==> config.mk <==
export PLATFORM = sky130hd
export DESIGN_NAME = spi_3wire_master
export DESIGN_NICKNAME = d
export VERILOG_FILES = /design/src/rtl/spi_3wire_pkg.sv /design/src/rtl/spi_3wire_tick_gen.sv /design/src/rtl/spi_3wire_master.sv
export SDC_FILE = /design/constraint.sdc
export NUM_CORES = 1
export LEC_CHECK = 0
export CAP_MARGIN = 20
export CELL_PAD_IN_SITES_DETAIL_PLACEMENT = 1
export CELL_PAD_IN_SITES_GLOBAL_PLACEMENT = 2
export CORE_MARGIN = 2
export CORE_UTILIZATION = 36
export DETAILED_ROUTE_END_ITERATION = 10
export PLACE_DENSITY = 0.93
export SETUP_SLACK_MARGIN = 0.2
export SYNTH_ARGS = -nofsm -noshare
export SYNTH_HDL_FRONTEND = slang
export SYNTH_HIERARCHICAL = 1
export SYNTH_SLANG_ARGS = --single-unit
==> constraint.sdc <==
create_clock -name clk -period 3.46 [get_ports clk]
set_input_delay 0.346 -clock clk [delete_from_list [all_inputs] [get_ports clk]]
set_output_delay 0.346 -clock clk [all_outputs]
set_load 0.01 [all_outputs]
==> src/rtl/spi_3wire_pkg.sv <==
// Shared definitions for the 3-wire SPI master.
//   state_e   : frame sequencer states
//   RW_READ   : value of the rw bit that selects a register read
//   CMD_BITS  : width of the command byte (and of each data byte)
//   build_cmd : packs {rw, addr} into the command byte sent first on the wire
package spi_3wire_pkg;

  typedef enum logic [2:0] {
    ST_IDLE,
    ST_SETUP,
    ST_CMD,
    ST_WDATA,
    ST_DUMMY,
    ST_RDATA,
    ST_HOLD,
    ST_GAP
  } state_e;

  localparam logic RW_READ  = 1'b1;
  localparam int   CMD_BITS = 8;

  function automatic logic [CMD_BITS-1:0] build_cmd(input logic rw, input logic [6:0] addr);
    return {rw, addr};
  endfunction

endpackage

==> src/rtl/spi_3wire_tick_gen.sv <==
// Prescaler producing the half-period tick for the SPI master.
//   clk, reset : system clock, synchronous active-high reset
//   en         : count while high (the master is busy)
//   clear      : restart the count from zero (command accept)
//   tick       : one-cycle pulse every CLK_DIV enabled clocks
module spi_3wire_tick_gen #(
  parameter int CLK_DIV = 2
) (
  input  logic clk,
  input  logic reset,
  input  logic en,
  input  logic clear,
  output logic tick
);
  localparam int CW = (CLK_DIV > 1) ? $clog2(CLK_DIV) : 1;
  localparam logic [CW-1:0] LAST = CW'(CLK_DIV - 1);

  logic [CW-1:0] cnt_q, cnt_d;

  always_comb begin
    tick  = en && (cnt_q == LAST);
    cnt_d = cnt_q;
    if (clear || tick) begin
      cnt_d = '0;
    end else if (en) begin
      cnt_d = cnt_q + 1'b1;
    end
  end

  always_ff @(posedge clk) begin
    if (reset) begin
      cnt_q <= '0;
    end else begin
      cnt_q <= cnt_d;
    end
  end

endmodule

==> src/rtl/spi_3wire_master.sv <==
// Command-driven 3-wire SPI master (register read/write frames).
//   clk, reset          : system clock, synchronous active-high reset
//   cmd_valid/cmd_ready : command handshake; ready only while idle
//   cmd_rw/addr/wdata   : rw=1 read, 7-bit address, write data
//   done                : one-cycle pulse when a frame completes
//   rdata               : last read result, updated with done on reads
//   sclk, ss_n          : SPI clock (idles low) and active-low select
//   sdata_out/oe/in     : shared data line split for the external bidir pad
module spi_3wire_master
  import spi_3wire_pkg::*;
#(
  parameter int CLK_DIV          = 2,
  parameter int READ_DUMMY_BYTES = 1,
  parameter int SETUP_HALFS      = 1,
  parameter int GAP_HALFS        = 16
) (
  input  logic       clk,
  input  logic       reset,
  input  logic       cmd_valid,
  output logic       cmd_ready,
  input  logic       cmd_rw,
  input  logic [6:0] cmd_addr,
  input  logic [7:0] cmd_wdata,
  output logic       done,
  output logic [7:0] rdata,
  output logic       sclk,
  output logic       ss_n,
  output logic       sdata_out,
  output logic       sdata_oe,
  input  logic       sdata_in
);
  localparam int HALF_MAX = (GAP_HALFS > SETUP_HALFS) ? GAP_HALFS : SETUP_HALFS;
  localparam int HCW      = $clog2(HALF_MAX + 2);
  localparam int BCW      = $clog2(READ_DUMMY_BYTES + 2);
  localparam int TXW      = 2 * CMD_BITS;

  state_e           state_q, state_d;
  logic [2:0]       bit_cnt_q, bit_cnt_d;
  logic [HCW-1:0]   half_cnt_q, half_cnt_d;
  logic [BCW-1:0]   byte_cnt_q, byte_cnt_d;
  logic [TXW-1:0]   tx_q, tx_d;
  logic [7:0]       rx_q, rx_d;
  logic [7:0]       rdata_q, rdata_d;
  logic             rw_q, rw_d;
  logic             sclk_q, sclk_d;
  logic             ss_n_q, ss_n_d;
  logic             sdo_q, sdo_d;
  logic             oe_q, oe_d;
  logic             done_q, done_d;
  logic             ready_q, ready_d;
  logic             tick, accept;

  assign accept = cmd_valid && ready_q;

  spi_3wire_tick_gen #(.CLK_DIV(CLK_DIV)) u_tick (
    .clk   (clk),
    .reset (reset),
    .en    (state_q != ST_IDLE),
    .clear (accept),
    .tick  (tick)
  );

  always_comb begin
    state_d    = state_q;
    bit_cnt_d  = bit_cnt_q;
    half_cnt_d = half_cnt_q;
    byte_cnt_d = byte_cnt_q;
    tx_d       = tx_q;
    rx_d       = rx_q;
    rdata_d    = rdata_q;
    rw_d       = rw_q;
    sclk_d     = sclk_q;
    ss_n_d     = ss_n_q;
    sdo_d      = sdo_q;
    oe_d       = oe_q;
    done_d     = 1'b0;

    case (state_q)
      ST_IDLE: begin
        if (accept) begin
          state_d    = ST_SETUP;
          tx_d       = {build_cmd(cmd_rw, cmd_addr), cmd_wdata};
          rw_d       = cmd_rw;
          ss_n_d     = 1'b0;
          oe_d       = 1'b1;
          sdo_d      = cmd_rw;
          half_cnt_d = '0;
        end
      end

      ST_SETUP: begin
        if (tick) begin
          if (int'(half_cnt_q) + 1 >= SETUP_HALFS) begin
            state_d   = ST_CMD;
            bit_cnt_d = 3'd7;
          end else begin
            half_cnt_d = half_cnt_q + 1'b1;
          end
        end
      end

      // sclk_q doubles as the slot phase: 0 = low phase, 1 = high phase.
      ST_CMD, ST_WDATA, ST_DUMMY, ST_RDATA: begin
        if (tick) begin
          if (!sclk_q) begin
            sclk_d = 1'b1;
            if (state_q == ST_RDATA) begin
              rx_d = {rx_q[6:0], sdata_in};
            end
          end else begin
            sclk_d    = 1'b0;
            bit_cnt_d = bit_cnt_q - 3'd1;  // wraps to 7 at a byte boundary
            // Command and write data form one continuous 16-bit stream.
            if (state_q == ST_CMD || state_q == ST_WDATA) begin
              tx_d  = tx_q << 1;
              sdo_d = tx_q[TXW-2];
            end
            if (bit_cnt_q == 3'd0) begin
              case (state_q)
                ST_CMD: begin
                  if (rw_q == RW_READ) begin
                    oe_d       = 1'b0;
                    sdo_d      = 1'b0;
                    byte_cnt_d = '0;
                    state_d    = (READ_DUMMY_BYTES > 0) ? ST_DUMMY : ST_RDATA;
                  end else begin
                    state_d = ST_WDATA;
                  end
                end
                ST_DUMMY: begin
                  if (int'(byte_cnt_q) + 1 >= READ_DUMMY_BYTES) begin
                    state_d = ST_RDATA;
                  end else begin
                    byte_cnt_d = byte_cnt_q + 1'b1;
                  end
                end
                default: begin
                  state_d    = ST_HOLD;
                  oe_d       = 1'b0;
                  sdo_d      = 1'b0;
                  half_cnt_d = '0;
                end
              endcase
            end
          end
        end
      end

      ST_HOLD: begin
        if (tick) begin
          if (int'(half_cnt_q) + 1 >= SETUP_HALFS) begin
            state_d    = ST_GAP;
            ss_n_d     = 1'b1;
            oe_d       = 1'b0;
            done_d     = 1'b1;
            half_cnt_d = '0;
            if (rw_q == RW_READ) begin
              rdata_d = rx_q;
            end
          end else begin
            half_cnt_d = half_cnt_q + 1'b1;
          end
        end
      end

      ST_GAP: begin
        if (tick) begin
          if (int'(half_cnt_q) + 1 >= GAP_HALFS) begin
            state_d = ST_IDLE;
          end else begin
            half_cnt_d = half_cnt_q + 1'b1;
          end
        end
      end

      default: state_d = ST_IDLE;
    endcase

    // Registered so that ready is low while reset is held.
    ready_d = (state_d == ST_IDLE);
  end

  always_ff @(posedge clk) begin
    if (reset) begin
      state_q    <= ST_IDLE;
      bit_cnt_q  <= '0;
      half_cnt_q <= '0;
      byte_cnt_q <= '0;
      tx_q       <= '0;
      rx_q       <= '0;
      rdata_q    <= '0;
      rw_q       <= 1'b0;
      sclk_q     <= 1'b0;
      ss_n_q     <= 1'b1;
      sdo_q      <= 1'b0;
      oe_q       <= 1'b0;
      done_q     <= 1'b0;
      ready_q    <= 1'b0;
    end else begin
      state_q    <= state_d;
      bit_cnt_q  <= bit_cnt_d;
      half_cnt_q <= half_cnt_d;
      byte_cnt_q <= byte_cnt_d;
      tx_q       <= tx_d;
      rx_q       <= rx_d;
      rdata_q    <= rdata_d;
      rw_q       <= rw_d;
      sclk_q     <= sclk_d;
      ss_n_q     <= ss_n_d;
      sdo_q      <= sdo_d;
      oe_q       <= oe_d;
      done_q     <= done_d;
      ready_q    <= ready_d;
    end
  end

  assign cmd_ready = ready_q;
  assign done      = done_q;
  assign rdata     = rdata_q;
  assign sclk      = sclk_q;
  assign ss_n      = ss_n_q;
  assign sdata_out = sdo_q;
  assign sdata_oe  = oe_q;

endmodule

==> out/metrics.cfg <==
[outcome]
status=complete, no violations

[clocking]
clockBufferDepth=2
insertion_delay_ns=0.31
cts_tree=built
cts_sinks=52
path_clk_slew_ns=0.10
holdBufCountCts=0
cts_root_buffer=clkbuf_8
cts_setup_buffers=0
htree_levels=2
cts_buffers=5
cts.repair.resized=0

[synthesis]
avgSynthCellArea_um2=8.76
ys_seq_area_frac=0.397
yosys.area.top_type=dfxtp_1
netlist.area_leader.share=0.397
postSynthCellCount=299
ys.warnings.count=6
synth_fp_nets=325
ys_async_sr_fraction=0
synthFlopType=dfxtp_1
synth_cell_type_count=58
synth_edf_count=0
synthesis.area_um2=2620
ys_ff_latch=52
synthTopCellsByArea=dfxtp_1, mux2i_1, nor2_1

[timing]
clock_skew_ns=0.00730
slew_viol_final=0
relSlewSlack=0.321
worstMarginPinSlew_ns=1.01
setup-tns-final_ns=0
hold_ws_ns=0.476
max_freq_ghz=0.377
layout_setup_ws_ns=0.807
finalHoldViolCount=0
min_period_ns=2.65
setup_violations=0
period_share=0.767
rsz0062_at_grt=false

[cells_and_area]
layout_commonest_cell=dfxtp_1
final_cell_mix=dfxtp_1, nor2_1, nand2_1, clkdlybuf4s50_1, mux2i_1
antennaDiodeCount=0
drive_above_1_share=0.0932
syn2layout_area_growth_pct=17.4
final_nets=347
final_util=0.431

[detailed_routing]
route.met3.wl_um=122
drt_iter0_markers=114
drc_errors=0
wl_per_cell_um=15.2
viasPerCell=5.21
dr_wl_met2_um=3190
finalWirelength_um=6380
vias=2192
wl_met1_um=3000
final_antenna_net_count=0
highest_layer=met4
drtPass1Iterations=4

[placed_design]
place_ws_ns=0.796
dp_hpwl_um=4530
place_congestion=0.846
numPortBuffers=33

[worst_setup_path]
crit_arrival_ns=2.87
slowest_stage=xnor2_2
rr_worst_depth=5
critical_path_required_ns=3.67
startpoint=state_q[1]
max_stage_delay_ns=0.89
critical_path_class=reg -> reg
cp.depth=5
crit_path_cell_trace=xnor2_2 > a21oi_1 > a311o_1 > o311a_1 > a31o_1
cp_max_fo=21
cp_top_family=compound AO/OA/AOI/OAI gates
critPathCaptureType=flop
crit_buf_inv=0
r2r_start=state_q[1]
startpoint_type=flop

[power]
cellInternalPower_mw=1.01
p_comb_frac=0.291
power_density_nw_per_um2=512
power.share.clock=0.232
finalPower_mw=1.58
sw_frac_of_total=0.359
p_seq_frac=0.477
max-vdd-ir-drop_mv=0.205
netSwitchingPower_uw=566
p_leak_nw=1.10

[global_route]
grt_first_pass_wirelength_um=10600
grt_util_all_layers=0.170
antenna_found_initial=0
grt_pass1_vias=2183
grt_max_degree=37
overflow=0

[worst_hold_path]
min_from=bit_cnt_q[0]
hold_class=reg -> reg
holdPathStages=1

[floorplanning]
die-height_um=89.3
core_area_um2=7140
row_count=31
initial_core_util=0.367
io_pins=34
dieArea_um2=7980
die_w_um=89.3

[run]
maxCapViolations=0

## Yosys cell counts, types with 3 or more instances
| library cell | instances |
|---|---|
| nand2_1 | 38 |
| nor2_1 | 47 |
| nor3_1 | 6 |
| nor3_2 | 3 |
| and3_1 | 3 |
| a311oi_1 | 17 |
| buf_6 | 5 |
| a211oi_1 | 3 |
| inv_1 | 10 |
| and2_1 | 3 |
| ha_1 | 6 |
| nand2b_1 | 4 |
| o21ai_0 | 4 |
| buf_2 | 6 |
| mux2i_1 | 18 |
| clkbuf_1 | 9 |
| a21oi_1 | 15 |
| dfxtp_1 | 52 |
## through the flow
step	instance area, µm²	std cells
after global routing	3080	421
final	3080	421
after CTS	3080	421
after floorplan	2620	299
after detailed placement	2990	413
after global placement	2990	413
## flip-flops by register name (all words and copies together) (netlist names)
name	flops
sclk	1
rdata	8
done	1
sdata_oe	1
u_tick/cnt_q	1
half_cnt_q	5
cmd_ready	1
bit_cnt_q	3
rw_q	1
sdata_out	1
state_q	3
rx_q	8
tx_q	15
byte_cnt_q	2
ss_n	1
## layout make-up
cell class,instances,area [µm²]
multi-input cells,216,1420
inverters,11,41.3
clock inverters,3,22.5
repair buffers,35,358
well taps,99,124
fillers,867,4060
clock buffers,5,68.8
flip-flops and latches,52,1040
## path summary, 6_finish.rpt
check / end / slack (ns)
max: half_cnt_q[3] / 0.81
min: bit_cnt_q[0] / 0.48
max reg2reg: half_cnt_q[3] / 0.81
min reg2reg: bit_cnt_q[0] / 0.48
## cell families after synthesis
| logic type | Yosys count | synth area share |
|---|---|---|
| AOI/OAI and AO/OA | 64 | 0.194 |
| xor gates and xnor gates | 4 | 0.0191 |
| adders and majority gates | 6 | 0.0287 |
| buffers and inverters | 31 | 0.0616 |
| DFF | 52 | 0.397 |
| muxes | 18 | 0.0688 |
| and+or+nand+nor | 124 | 0.231 |
## routing by layer
metal  up-vias  track usage
met3         6       0.0295
li1       1101            -
met1      1062        0.213
met2        23        0.299
met4         0       0.0448
met5         -            0
## power groups by stage
stage	logic (mW)	registers, mW	clock network [mW]
after CTS	0.460	0.752	0.374
final	0.459	0.751	0.366
after global placement	0.444	0.761	0
after detailed placement	0.456	0.765	0
after floorplan	0.385	0.725	0
after global routing	0.513	0.764	0.400
No activity file was read; power rests on OpenSTA's default activity.
==> patch: new RTL, config.mk and constraints unchanged <==
`CLK_DIV` is set to 2 in 2 places; all go to 4.
--- a/src/rtl/spi_3wire_tick_gen.sv
+++ b/src/rtl/spi_3wire_tick_gen.sv
@@ -4,7 +4,7 @@
 //   clear      : restart the count from zero (command accept)
 //   tick       : one-cycle pulse every CLK_DIV enabled clocks
 module spi_3wire_tick_gen #(
-  parameter int CLK_DIV = 2
+  parameter int CLK_DIV = 4
 ) (
   input  logic clk,
   input  logic reset,
--- a/src/rtl/spi_3wire_master.sv
+++ b/src/rtl/spi_3wire_master.sv
@@ -9,7 +9,7 @@
 module spi_3wire_master
   import spi_3wire_pkg::*;
 #(
-  parameter int CLK_DIV          = 2,
+  parameter int CLK_DIV          = 4,
   parameter int READ_DUMMY_BYTES = 1,
   parameter int SETUP_HALFS      = 1,
   parameter int GAP_HALFS        = 16
Behaviour: not the same (Yosys sat finds a counterexample within 10 cycles, from zero or initial values and one cycle with reset high).
==> patch against the unedited design <==
Worst setup slack worse by 190 ps; sequential cell count is 1 higher; area after synthesis is 2.3% higher; final area is 2.4% higher; total power is 15% lower; routed wire length is 3.2% higher; non-clock buffer count is 2 higher; fmax is 6.6% lower; hold slack worse by 5.1 ps; sequential power is 9.7% lower; critical endpoint is now rdata[1]; largest cell class unchanged.
==> patch: results (changes against the unedited design) <==
stage;metric;value;unit;change
placed_design;Post-DP HPWL;4.606;mm;was 4.533 mm
detailed_routing;WL met1;3.111;mm;was 2.999 mm
setup_path;CP max-delay cell;dfxtp_1;;was xnor2_2
placed_design;GPL Wtd Cong;0.8450;;was 0.8463
power_and_ir_drop;Pint;0.0009321;W;was 0.001010 W
yosys;Synth Area in Adders;0.03266;;was 0.02865
placed_design;placed instance area;3037;sq um;was 2985 sq um
yosys;Post-synth top cells;53 x dfxtp_1, 47 x nor2_1, 38 x nand2_1, 18 x mux2i_1, 17 x a311oi_1;;was 52 x dfxtp_1, 47 x nor2_1, 38 x nand2_1, 18 x mux2i_1, 17 x a311oi_1
placed_design;DP Cell Count;420;;was 413
detailed_routing;met3 routed WL;203;um;was 122 um
global_route;number of global-route vias before repair;2339;;was 2183
yosys;Post-Synthesis Cells;305;;was 299
yosys;xor and xnor area share after synthesis;0.01540;;was 0.01910
global_route;first-pass GRT wire length;11.56;mm;was 10.63 mm
setup_path;Data arrival, critical path;3030;ps;was 2870 ps
power_and_ir_drop;Clk pwr share;0.293;;was 0.232
global_route;GRT Util Overall;0.1709;;was 0.1695
clocking;clk root buf;clkbuf_8;;unchanged
global_route;pin count of the biggest net entering global routing;31;;was 37
power_and_ir_drop;sw frac;0.3027;;was 0.3591
detailed_routing;vias per cell;5.301;;was 5.207
power_and_ir_drop;static leakage;1.132;nW;was 1.098 nW
global_route;met2 Use GR;0.2914;;was 0.2990
yosys;Synth area leaders;dfxtp_1 40%, mux2i_1 6.7%, nor2_1 6.6%, a311oi_1 5.6%, nand2_1 5.3%;;was dfxtp_1 40%, mux2i_1 6.9%, nor2_1 6.7%, a311oi_1 5.7%, nand2_1 5.4%
power_and_ir_drop;sequential power;0.000678;W;was 0.000751 W
yosys;Synth Area in Compound Gates;0.1969;;was 0.1939
power_and_ir_drop;VDD IR max;0.1959;mV;was 0.2046 mV
run_status;outcome;complete, no violations;;unchanged
sta;Final Skew;7.767;ps;was 7.304 ps
global_route;grt met3 use;0.02838;;was 0.02955
yosys;multiplexer share of the synthesized area;0.06720;;was 0.06877
yosys;Post-Syn Nets;332;;was 325
detailed_routing;final WL;6.582;mm;was 6.380 mm
finish;layout cells sized above 1;0.09697;;was 0.09317
sta;Worst-Margin Slew;877.6;ps;was 1014 ps
setup_path;CP max FO;16;;was 21
detailed_routing;WL met2;3.194;mm;was 3.190 mm
detailed_routing;drt initial violations;98;;was 114
setup_path;slowest stage delay, CP;730;ps;was 890 ps
yosys;count of cell types in the netlist;60;;was 58
patch: cell types whose count changed after synthesis, sizes merged:
cell,delta
dfxtp,+1
ha,+1
a211oi,+2
nand3b,+1
or3b,+1
xnor2,-1
nor3,-1
nand2b,+2
patch: worst max-delay path, delay by kind of cell (launching register included):
family / cells / cell delay (ps)
AO/OA/AOI/OAI: 1 / 490
flip-flops: 1 / 730
multiplexers: 1 / 240
buffers and inverters: 2 / 380
AND/OR/NAND/NOR: 4 / 860
patch: area by class of cell:
type,count,area (sq um)
clock buffer,6,82.58
clock inverter,2,17.52
fill,863,4063
inverter,11,41.29
multi-input combinational,221,1463
sequential,53,1061
tap,99,123.9
timing repair buffer,37,362.8
patch: worst paths after layout:
| check | to | depth (start not counted) | slack [ps] | start |
|---|---|---|---|---|
| setup / recovery | rdata[1] | 8 | 620 | state_q[1] |
| hold / removal | ss_n | 1 | 470 | ss_n |
| setup reg to reg | rdata[1] | 8 | 620 | state_q[1] |
| hold reg to reg | ss_n | 1 | 470 | ss_n |
